==> config.mk <==
export PLATFORM = sky130hd
export DESIGN_NAME = cool_heat_controller
export DESIGN_NICKNAME = d
export VERILOG_FILES = /design/src/rtl/cool_heat_controller.sv
export SDC_FILE = /design/constraint.sdc
export NUM_CORES = 1
export LEC_CHECK = 0
export CORE_ASPECT_RATIO = 1.4
export CORE_MARGIN = 10
export CORE_UTILIZATION = 55
export DETAILED_ROUTE_END_ITERATION = 10
export MAX_ROUTING_LAYER = met4
export PLACE_DENSITY = 0.76
export SLEW_MARGIN = 40
export SYNTH_ARGS = -nofsm -noshare
export SYNTH_HDL_FRONTEND = slang
export SYNTH_SLANG_ARGS = --single-unit
==> constraint.sdc <==
create_clock -name clk -period 6.3 [get_ports clk]
set_clock_uncertainty 0.1 [all_clocks]
set_input_delay 0.945 -clock clk [delete_from_list [all_inputs] [get_ports clk]]
set_output_delay 0.945 -clock clk [all_outputs]
set_load 0.05 [all_outputs]
==> src/rtl/cool_heat_controller.sv <==
// Fan/heater sequencer: hysteresis mode decision, ramped duty command and
// relay enables with a forced ramp-down and dead-time on every stop.
module cool_heat_controller #(
    parameter logic [7:0] COOL_ON     = 8'd35,
    parameter logic [7:0] COOL_OFF    = 8'd30,
    parameter logic [7:0] HEAT_ON     = 8'd15,
    parameter logic [7:0] HEAT_OFF    = 8'd20,
    parameter logic [7:0] GAIN        = 8'd8,
    parameter logic [7:0] MIN_SPEED   = 8'd32,
    parameter logic [7:0] RAMP_DIV    = 8'd16,
    parameter logic [7:0] RAMP_STEP   = 8'd4,
    parameter logic [7:0] DEAD_CYCLES = 8'd64
) (
    input  logic       clk,
    input  logic       arst,
    input  logic [7:0] temp,
    input  logic       temp_valid,
    output logic [7:0] speed,
    output logic       cooler_en,
    output logic       heater_en,
    output logic [2:0] state
);

    typedef enum logic [2:0] {
        S_IDLE = 3'd0,
        S_COOL = 3'd1,
        S_HEAT = 3'd2,
        S_STOP = 3'd3,
        S_DEAD = 3'd4
    } state_t;

    typedef enum logic [1:0] {
        M_NONE = 2'd0,
        M_COOL = 2'd1,
        M_HEAT = 2'd2
    } mode_t;

    state_t      st, st_d;
    mode_t       mode, mode_d;
    logic [7:0]  temp_q;
    logic        have_temp;
    logic [7:0]  tick_cnt;
    logic [7:0]  dead_cnt, dead_d;
    logic [7:0]  speed_d;
    logic [7:0]  target;
    logic [7:0]  diff;
    logic [15:0] prod;
    logic        run;
    logic        tick;

    assign tick  = (tick_cnt == RAMP_DIV - 8'd1);
    assign state = st;

    // A leaving COOL/HEAT cycle already aims at zero, so no underflow.
    always_comb begin
        prod = '0;
        run  = 1'b0;
        unique case (st)
            S_COOL: begin
                run  = (temp_q >= COOL_OFF);
                prod = 16'(temp_q - COOL_OFF) * 16'(GAIN);
            end
            S_HEAT: begin
                run  = (temp_q <= HEAT_OFF);
                prod = 16'(HEAT_OFF - temp_q) * 16'(GAIN);
            end
            default: ;
        endcase
        target = '0;
        if (run) begin
            target = (prod > 16'd255) ? 8'hff : prod[7:0];
            if (target < MIN_SPEED)
                target = MIN_SPEED;
        end
    end

    always_comb begin
        speed_d = speed;
        diff    = '0;
        if (tick) begin
            if (speed < target) begin
                diff    = target - speed;
                speed_d = speed + ((diff > RAMP_STEP) ? RAMP_STEP : diff);
            end else if (speed > target) begin
                diff    = speed - target;
                speed_d = speed - ((diff > RAMP_STEP) ? RAMP_STEP : diff);
            end
        end
    end

    always_comb begin
        st_d   = st;
        mode_d = mode;
        dead_d = dead_cnt;
        unique case (st)
            S_IDLE: begin
                if (have_temp && temp_q >= COOL_ON) begin
                    st_d   = S_COOL;
                    mode_d = M_COOL;
                end else if (have_temp && temp_q <= HEAT_ON) begin
                    st_d   = S_HEAT;
                    mode_d = M_HEAT;
                end
            end
            S_COOL: if (temp_q < COOL_OFF) st_d = S_STOP;
            S_HEAT: if (temp_q > HEAT_OFF) st_d = S_STOP;
            S_STOP: begin
                if (speed == 8'd0) begin
                    st_d   = S_DEAD;
                    mode_d = M_NONE;
                    dead_d = DEAD_CYCLES - 8'd1;
                end
            end
            S_DEAD: begin
                if (dead_cnt == 8'd0)
                    st_d = S_IDLE;
                else
                    dead_d = dead_cnt - 8'd1;
            end
            default: begin
                st_d   = S_IDLE;
                mode_d = M_NONE;
            end
        endcase
    end

    always_ff @(posedge clk) begin
        if (!arst) begin
            st        <= S_IDLE;
            mode      <= M_NONE;
            temp_q    <= '0;
            have_temp <= 1'b0;
            tick_cnt  <= '0;
            dead_cnt  <= '0;
            speed     <= '0;
            cooler_en <= 1'b0;
            heater_en <= 1'b0;
        end else begin
            if (temp_valid) begin
                temp_q    <= temp;
                have_temp <= 1'b1;
            end
            tick_cnt  <= tick ? 8'd0 : tick_cnt + 8'd1;
            st        <= st_d;
            mode      <= mode_d;
            dead_cnt  <= dead_d;
            speed     <= speed_d;
            cooler_en <= (mode_d == M_COOL);
            heater_en <= (mode_d == M_HEAT);
        end
    end

endmodule

Word-level counts from Yosys, hierarchy flattened
Index checks and enable logic that the tools add are counted.
{ "word_totals": {"ff_bits": 40, "in_bits": 11, "out_inout_bits": 13, "word_cells": 78} }
{ "classes": {"add_sub_neg": 8, "magnitude_cmp": 12, "n_eq_ne": 13, "muxes": 23, "bitwise": 1, "reduce_logical": 12} }
{ "op_table": {"columns": ["op", "n"], "rows": [
  ["8-bit two-way mux", 9],
  ["16-bit one-hot mux with 2 select lines", 1],
  ["8-bit subtractor", 3],
  ["3-bit two-way mux", 6],
  ["16-bit by 8-bit greater-than comparator with 1-bit output (second input constant)", 1],
  ["8-bit by 3-bit greater-than comparator with 1-bit output (second input constant)", 2],
  ["8-bit logical NOT", 2],
  ["8-bit one-hot mux with 2 select lines", 1],
  ["3-bit one-hot mux with 5 select lines", 1],
  ["2-bit != test (second input constant)", 5],
  ["5-bit by 8-bit subtractor with 9-bit output (first input constant)", 1],
  ["8-bit by 5-bit subtractor with 9-bit output (second input constant)", 1],
  ["8-bit by 1-bit adder with 8-bit output (second input constant)", 1],
  ["8-bit adder", 1],
  ["8-bit by 4-bit equality test with 1-bit output (second input constant)", 1],
  ["8-bit by 5-bit greater-or-equal comparator with 1-bit output (second input constant)", 1],
  ["8-bit by 6-bit greater-or-equal comparator with 1-bit output (second input constant)", 1],
  ["8-bit by 5-bit greater-than comparator with 1-bit output (second input constant)", 1],
  ["8-bit greater-than comparator", 1],
  ["8-bit by 4-bit <= comparator with 1-bit output (second input constant)", 1],
  ["8-bit by 5-bit <= comparator with 1-bit output (second input constant)", 1],
  ["8-bit by 5-bit < comparator with 1-bit output (second input constant)", 1],
  ["8-bit by 6-bit < comparator with 1-bit output (second input constant)", 1],
  ["8-bit < comparator", 1],
  ["other kinds (19)", 24]
]} }

Logic depth before layout (Yosys ltp)
{ "depth": {"ltp_word": 13, "mapped_depth": 29, "ltp_nobuf": 29} }

Worst setup path after synthesis
Ideal clock, no wire load.
{ "synth_timing": {"kind": "register to register", "start": "register st[1] (netlist: state[1])", "end": "register speed[7]", "setup_time_ns": 0.131, "t_arrival_ns": 5.386, "t_required_ns": 6.069, "slack_ns": 0.683, "stages_incl_launch_ff": 25, "path_buffers": 0, "period_less_slack_ns": 5.617, "cell_sequence": "dfxtp_1 inv_1 nor2_1 o211ai_1 a21oi_1 a31o_2 nand2_1 ha_1 fa_1 nand2b_1 a21oi_1 xor2_1 nor3_1 nand2_1 or2_2 ha_1 a22oi_1 ha_1 nor2b_1 o2111ai_1 a31oi_1 nand4b_1 a211oi_1 nor4_1 nand3_1"} }
{ "synth_between": {"elab_chain_cells": 13, "elab_cells_between_ends": 23, "classes_between": "add/sub: 4; order compare: 6; eq/ne: 2; mux: 9; reduce/logical: 2"} }
{ "synth_rtl": {"columns": ["element", "line", "source"], "rows": [
  ["start, declared", "38", "state_t st, st_d;"],
  ["start signal, assigned", "144", "st <= st_d;"],
  ["3-bit by 2-bit equality test with 1-bit output or 3-bit by 1-bit equality test with 1-bit output (tied branches)", "58", "unique case (st)"],
  ["16-bit one-hot mux with 2 select lines", "58", null],
  ["16-bit by 8-bit greater-than comparator with 1-bit output", "71", "target = (prod > 16'd255) ? 8'hff : prod[7:0];"],
  ["8-bit two-way mux", "71", null],
  ["8-bit by 6-bit < comparator with 1-bit output", "72", "if (target < MIN_SPEED)"],
  ["8-bit two-way mux", "72", null],
  ["8-bit two-way mux *", "70", "if (run) begin"],
  ["8-bit subtractor", "85", "diff = speed - target;"],
  ["8-bit by 3-bit greater-than comparator with 1-bit output", "86", "speed_d = speed - ((diff > RAMP_STEP) ? RAMP_STEP : diff);"],
  ["8-bit two-way mux", "86", null],
  ["8-bit subtractor", "86", null],
  ["8-bit two-way mux", "84", "end else if (speed > target) begin"],
  ["8-bit two-way mux", "81", "if (speed < target) begin"],
  ["end signal, assigned", "147", "speed <= speed_d;"],
  ["end, declared", "18", "output logic [7:0] speed,"]
]} }
Mark *: on every way between the ends. The rest lies on a longest branch, timed or not. The select of a mux whose other input is x is not followed.
A chain may end at the register's enable or synchronous reset.

Worst setup path after layout
{ "layout_timing": {"start": "register temp_q[1]", "end": "register speed[7]"} }
{ "layout_between": {"elab_chain_cells": 13, "elab_cells_between_ends": 25, "classes_between": "add/sub: 6; order compare: 8; mux: 9; reduce/logical: 2"} }
{ "layout_rtl": {"columns": ["element", "line", "source"], "rows": [
  ["start, declared", "40", "logic [7:0] temp_q;"],
  ["start signal, assigned", "140", "temp_q <= temp;"],
  ["5-bit by 8-bit subtractor with 9-bit output or 8-bit by 5-bit subtractor with 9-bit output (tied branches)", "65, 61", null],
  ["16-bit one-hot mux with 2 select lines", "58", null],
  ["16-bit by 8-bit greater-than comparator with 1-bit output", "71", null],
  ["8-bit two-way mux", "71", null],
  ["8-bit by 6-bit < comparator with 1-bit output", "72", null],
  ["8-bit two-way mux", "72", null],
  ["8-bit two-way mux *", "70", null],
  ["8-bit subtractor", "85", null],
  ["8-bit by 3-bit greater-than comparator with 1-bit output", "86", null],
  ["8-bit two-way mux", "86", null],
  ["8-bit subtractor", "86", null],
  ["8-bit two-way mux", "84", null],
  ["8-bit two-way mux", "81", null]
]} }
Marks and branches as above.

==> out/qor.csv <==
metric,value,unit
outcome,completed,
Post-route DRC,0,
drt first pass iters,5,
antenna violations before repair,0,
DIE WIDTH,85.4,um
Slew Limit Fails,0,
Worst setup EP type,register,
Avg Inst Size Synth,7.81,um^2
post-synth top area share,24.3,%
worst slew pin tran,788,ps
Die Y-Extent,112,um
Yosys warning total,0,
reg-to-reg startpoint,temp_q[1]$_SDFFE_PN0P_,
critical path arrival,5950,ps
Min Hold Slack,349,ps
Hold Path Cell Cnt,1,
Clk network pwr share,14.1,%
DRT iter0 DRCs,265,
ant diodes,0,
final hold violation count,0,
CTS resizes,0,
Final period util,93.6,%
hold_buf cts,0,
switching share of power,46.3,%
leading area contributor after synthesis,dfxtp_1,
Pwr Density,457,nW/um^2
Worst Setup Start Kind,register,
Cells after Synth,421,
Synth Net Count,467,
Reg power frac,19.0,%
clock-pin slew on the worst setup and hold paths,70,ps
grt ovf,0,
largest net degree at the start of global routing,27,
post-synthesis sequential area ratio,24.3,%
gr usage total,16.5,%
Combinational Power Share,66.9,%
# IOs,24,
CTS Root Cell,clkbuf_8,
Final Total Pwr,0.00171,W
Area Growth Syn to Fin,14.0,%
gpl congestion,0.939,
Main synth FF type,dfxtp_1,
Synth Register Bits,40,
hold path endpoint,tick_cnt[0]$_SDFF_PP0_,
Mapped Area,3290,um^2
layout cells sized above 1,8.22,%
hold path start,tick_cnt[0]$_SDFF_PP0_,
CTS tree,yes,
Max Cap Viol,0,
fin nets,484,
WS Path Type,reg -> reg,
hpwl dp,5.90,mm
"Async S/R FF share, synth",0,%
Max Clock Freq,0.170,GHz
Final Critical Period,5900,ps
Rel. slew slack,47.2,%
initial core utilization,56.5,%
worst hold-check path type,reg -> reg,
first-pass GRT wire length,13.2,mm
routed wire length,7.82,mm
via/cell ratio,6.00,
via count,3050,
TNS Setup,0,ps
P_leak,1.52,nW
CP Launch Point,temp_q[1]$_SDFFE_PN0P_,
Rows,33,
full die area,9520,um^2
NetSw,0.000793,W
Routed Antenna Nets,0,
Fillers,508,
cts bufs inserted,5,
Setup-failing EPs final,0,
utilization after layout,64.4,%
CTS Buffer Depth,2,
Worst-Skew Late Latency,290,ps
Post-synth EDFFs,0,
CORE AREA,5820,um^2
Max VDD drop,0.000419,V
peak fanout along the critical path,10,
worst r2r dst,speed[7]$_SDFFE_PN0P_,
Setup Buffers After CTS,0,
post-synthesis cell type count,57,
Pint,0.000918,W
flop-to-flop setup slack,400,ps
Synth area leaders,"dfxtp_1 (24%), ha_1 (12%), nor2_1 (7.3%)",
H-tree lvl count,2,
Worst R2R Path Depth,25,
clock sink total,40,
number of global-route vias before repair,2991,
number of port buffers,23,
Crit path required time,6360,ps
routed len/inst,15.4,um
==> cells by family after synthesis <==
group                      count (synthesis)  share of synthesized area, %
and+or+nand+nor                          161                          25.0
AOI/OAI and AO/OA                        104                          20.4
DFF                                       40                          24.3
muxes                                     13                          3.96
xor gates and xnor gates                  28                          7.46
buffers and inverters                     40                          4.91
adders and majority gates                 35                          14.0
==> cell usage after synthesis, drive strengths merged, types with 5 or more instances <==
cell,count
nor3,10
xnor2,14
xor2,14
a211oi,10
clkbuf,8
nor2,65
o21ai,18
o31ai,5
mux2i,13
nand3,14
dfxtp,40
inv,24
nor4,8
and3,7
a21oi,33
buf,7
ha,32
a31oi,5
nand2,24
nor2b,6
nand2b,6
==> placed cells by master (no fill, tap or decap), types with 3 or more instances in the layout <==
master / count
ha_1: 30
nor4_1: 6
xnor2_1: 14
inv_1: 24
nand4b_1: 3
nand2b_1: 6
a31oi_2: 3
o22ai_1: 3
nor2b_1: 6
nor2_1: 63
o31a_1: 3
and3_1: 7
or3_1: 4
clkdlybuf4s50_1: 23
clkbuf_8: 5
o31ai_1: 3
mux2i_1: 13
o21a_1: 4
xor2_1: 14
o21ai_0: 17
a211oi_1: 9
nor3_1: 8
nand3_1: 14
a21o_1: 4
dfxtp_1: 38
or2_2: 4
fa_1: 3
nand2_1: 23
a21oi_1: 33
==> layout make-up <==
type / count / area (um^2) / area share, %
multi-input cells: 341 / 2390 / 63.8
flip-flops and latches: 40 / 803 / 21.4
repair buffers: 25 / 245 / 6.54
inverters: 25 / 93.8 / 2.50
well taps: 70 / 87.6 / 2.34
clock buffers: 5 / 68.8 / 1.84
clock inverters: 2 / 60.1 / 1.60
==> power by group through the flow <==
stage	sequential, W	clock, W	combinational, W
5_1_grt	0.000330	0.000257	0.00126
3_3_place_gp	0.000327	0	0.00106
3_5_place_dp	0.000329	0	0.00107
6_report	0.000325	0.000240	0.00115
2_1_floorplan	0.000342	0	0.000844
4_1_cts	0.000323	0.000248	0.00108
==> critical path, cell delays in order (launching register included) <==
cell	delay, ps
dfxtp_1	450
inv_1	100
ha_1	210
nand2b_1	80
a21oi_1	100
o211ai_1	180
a21oi_1	150
a31oi_2	350
a211oi_1	130
ha_2	470
nand2_1	90
a2111oi_1	430
mux2i_1	200
a21oi_1	200
nand2_1	140
or2_2	320
ha_1	300
a22oi_2	220
ha_1	270
nor2b_1	140
o2111ai_1	270
a31oi_2	230
nand4b_1	150
a211oi_1	60
nor4_1	320
nand3_1	110
==> state kept, by name (all words and copies together) (netlist names) <==
signal	flops
heater_en	1
cooler_en	1
have_temp	1
temp_q	8
state	3
speed	8
tick_cnt	8
mode	2
dead_cnt	8
==> metrics by stage <==
step	std cells	worst slack [ps]	instance area, um^2
2_1_floorplan	421	683	3290
3_3_place_gp	501	417	3560
3_5_place_dp	501	227	3570
4_1_cts	508	155	3700
5_1_grt	508	-25.1	3750
6_report	508	404	3750
==> how the worst max path moves through the flow <==
stage	endpoint	slack, ps
floorplan	speed[7]$_SDFFE_PN0P_	680
global placement	speed[7]$_SDFFE_PN0P_	420
detailed placement	speed[7]$_SDFFE_PN0P_	230
CTS	speed[7]$_SDFFE_PN0P_	160
global route	speed[7]$_SDFFE_PN0P_	-30
finish	speed[7]$_SDFFE_PN0P_	400
==> layer usage <==
layer,wire (um),vias to the layer above,part of all wire (%),track usage [%]
li1,-,1530,-,-
met1,3500,1391,45,19.4
met2,3720,108,48,26.5
met3,381,21,4.9,2.55
met4,216,0,2.8,7.93
met5,0,-,0,-
(Power assumes the default switching activity.)
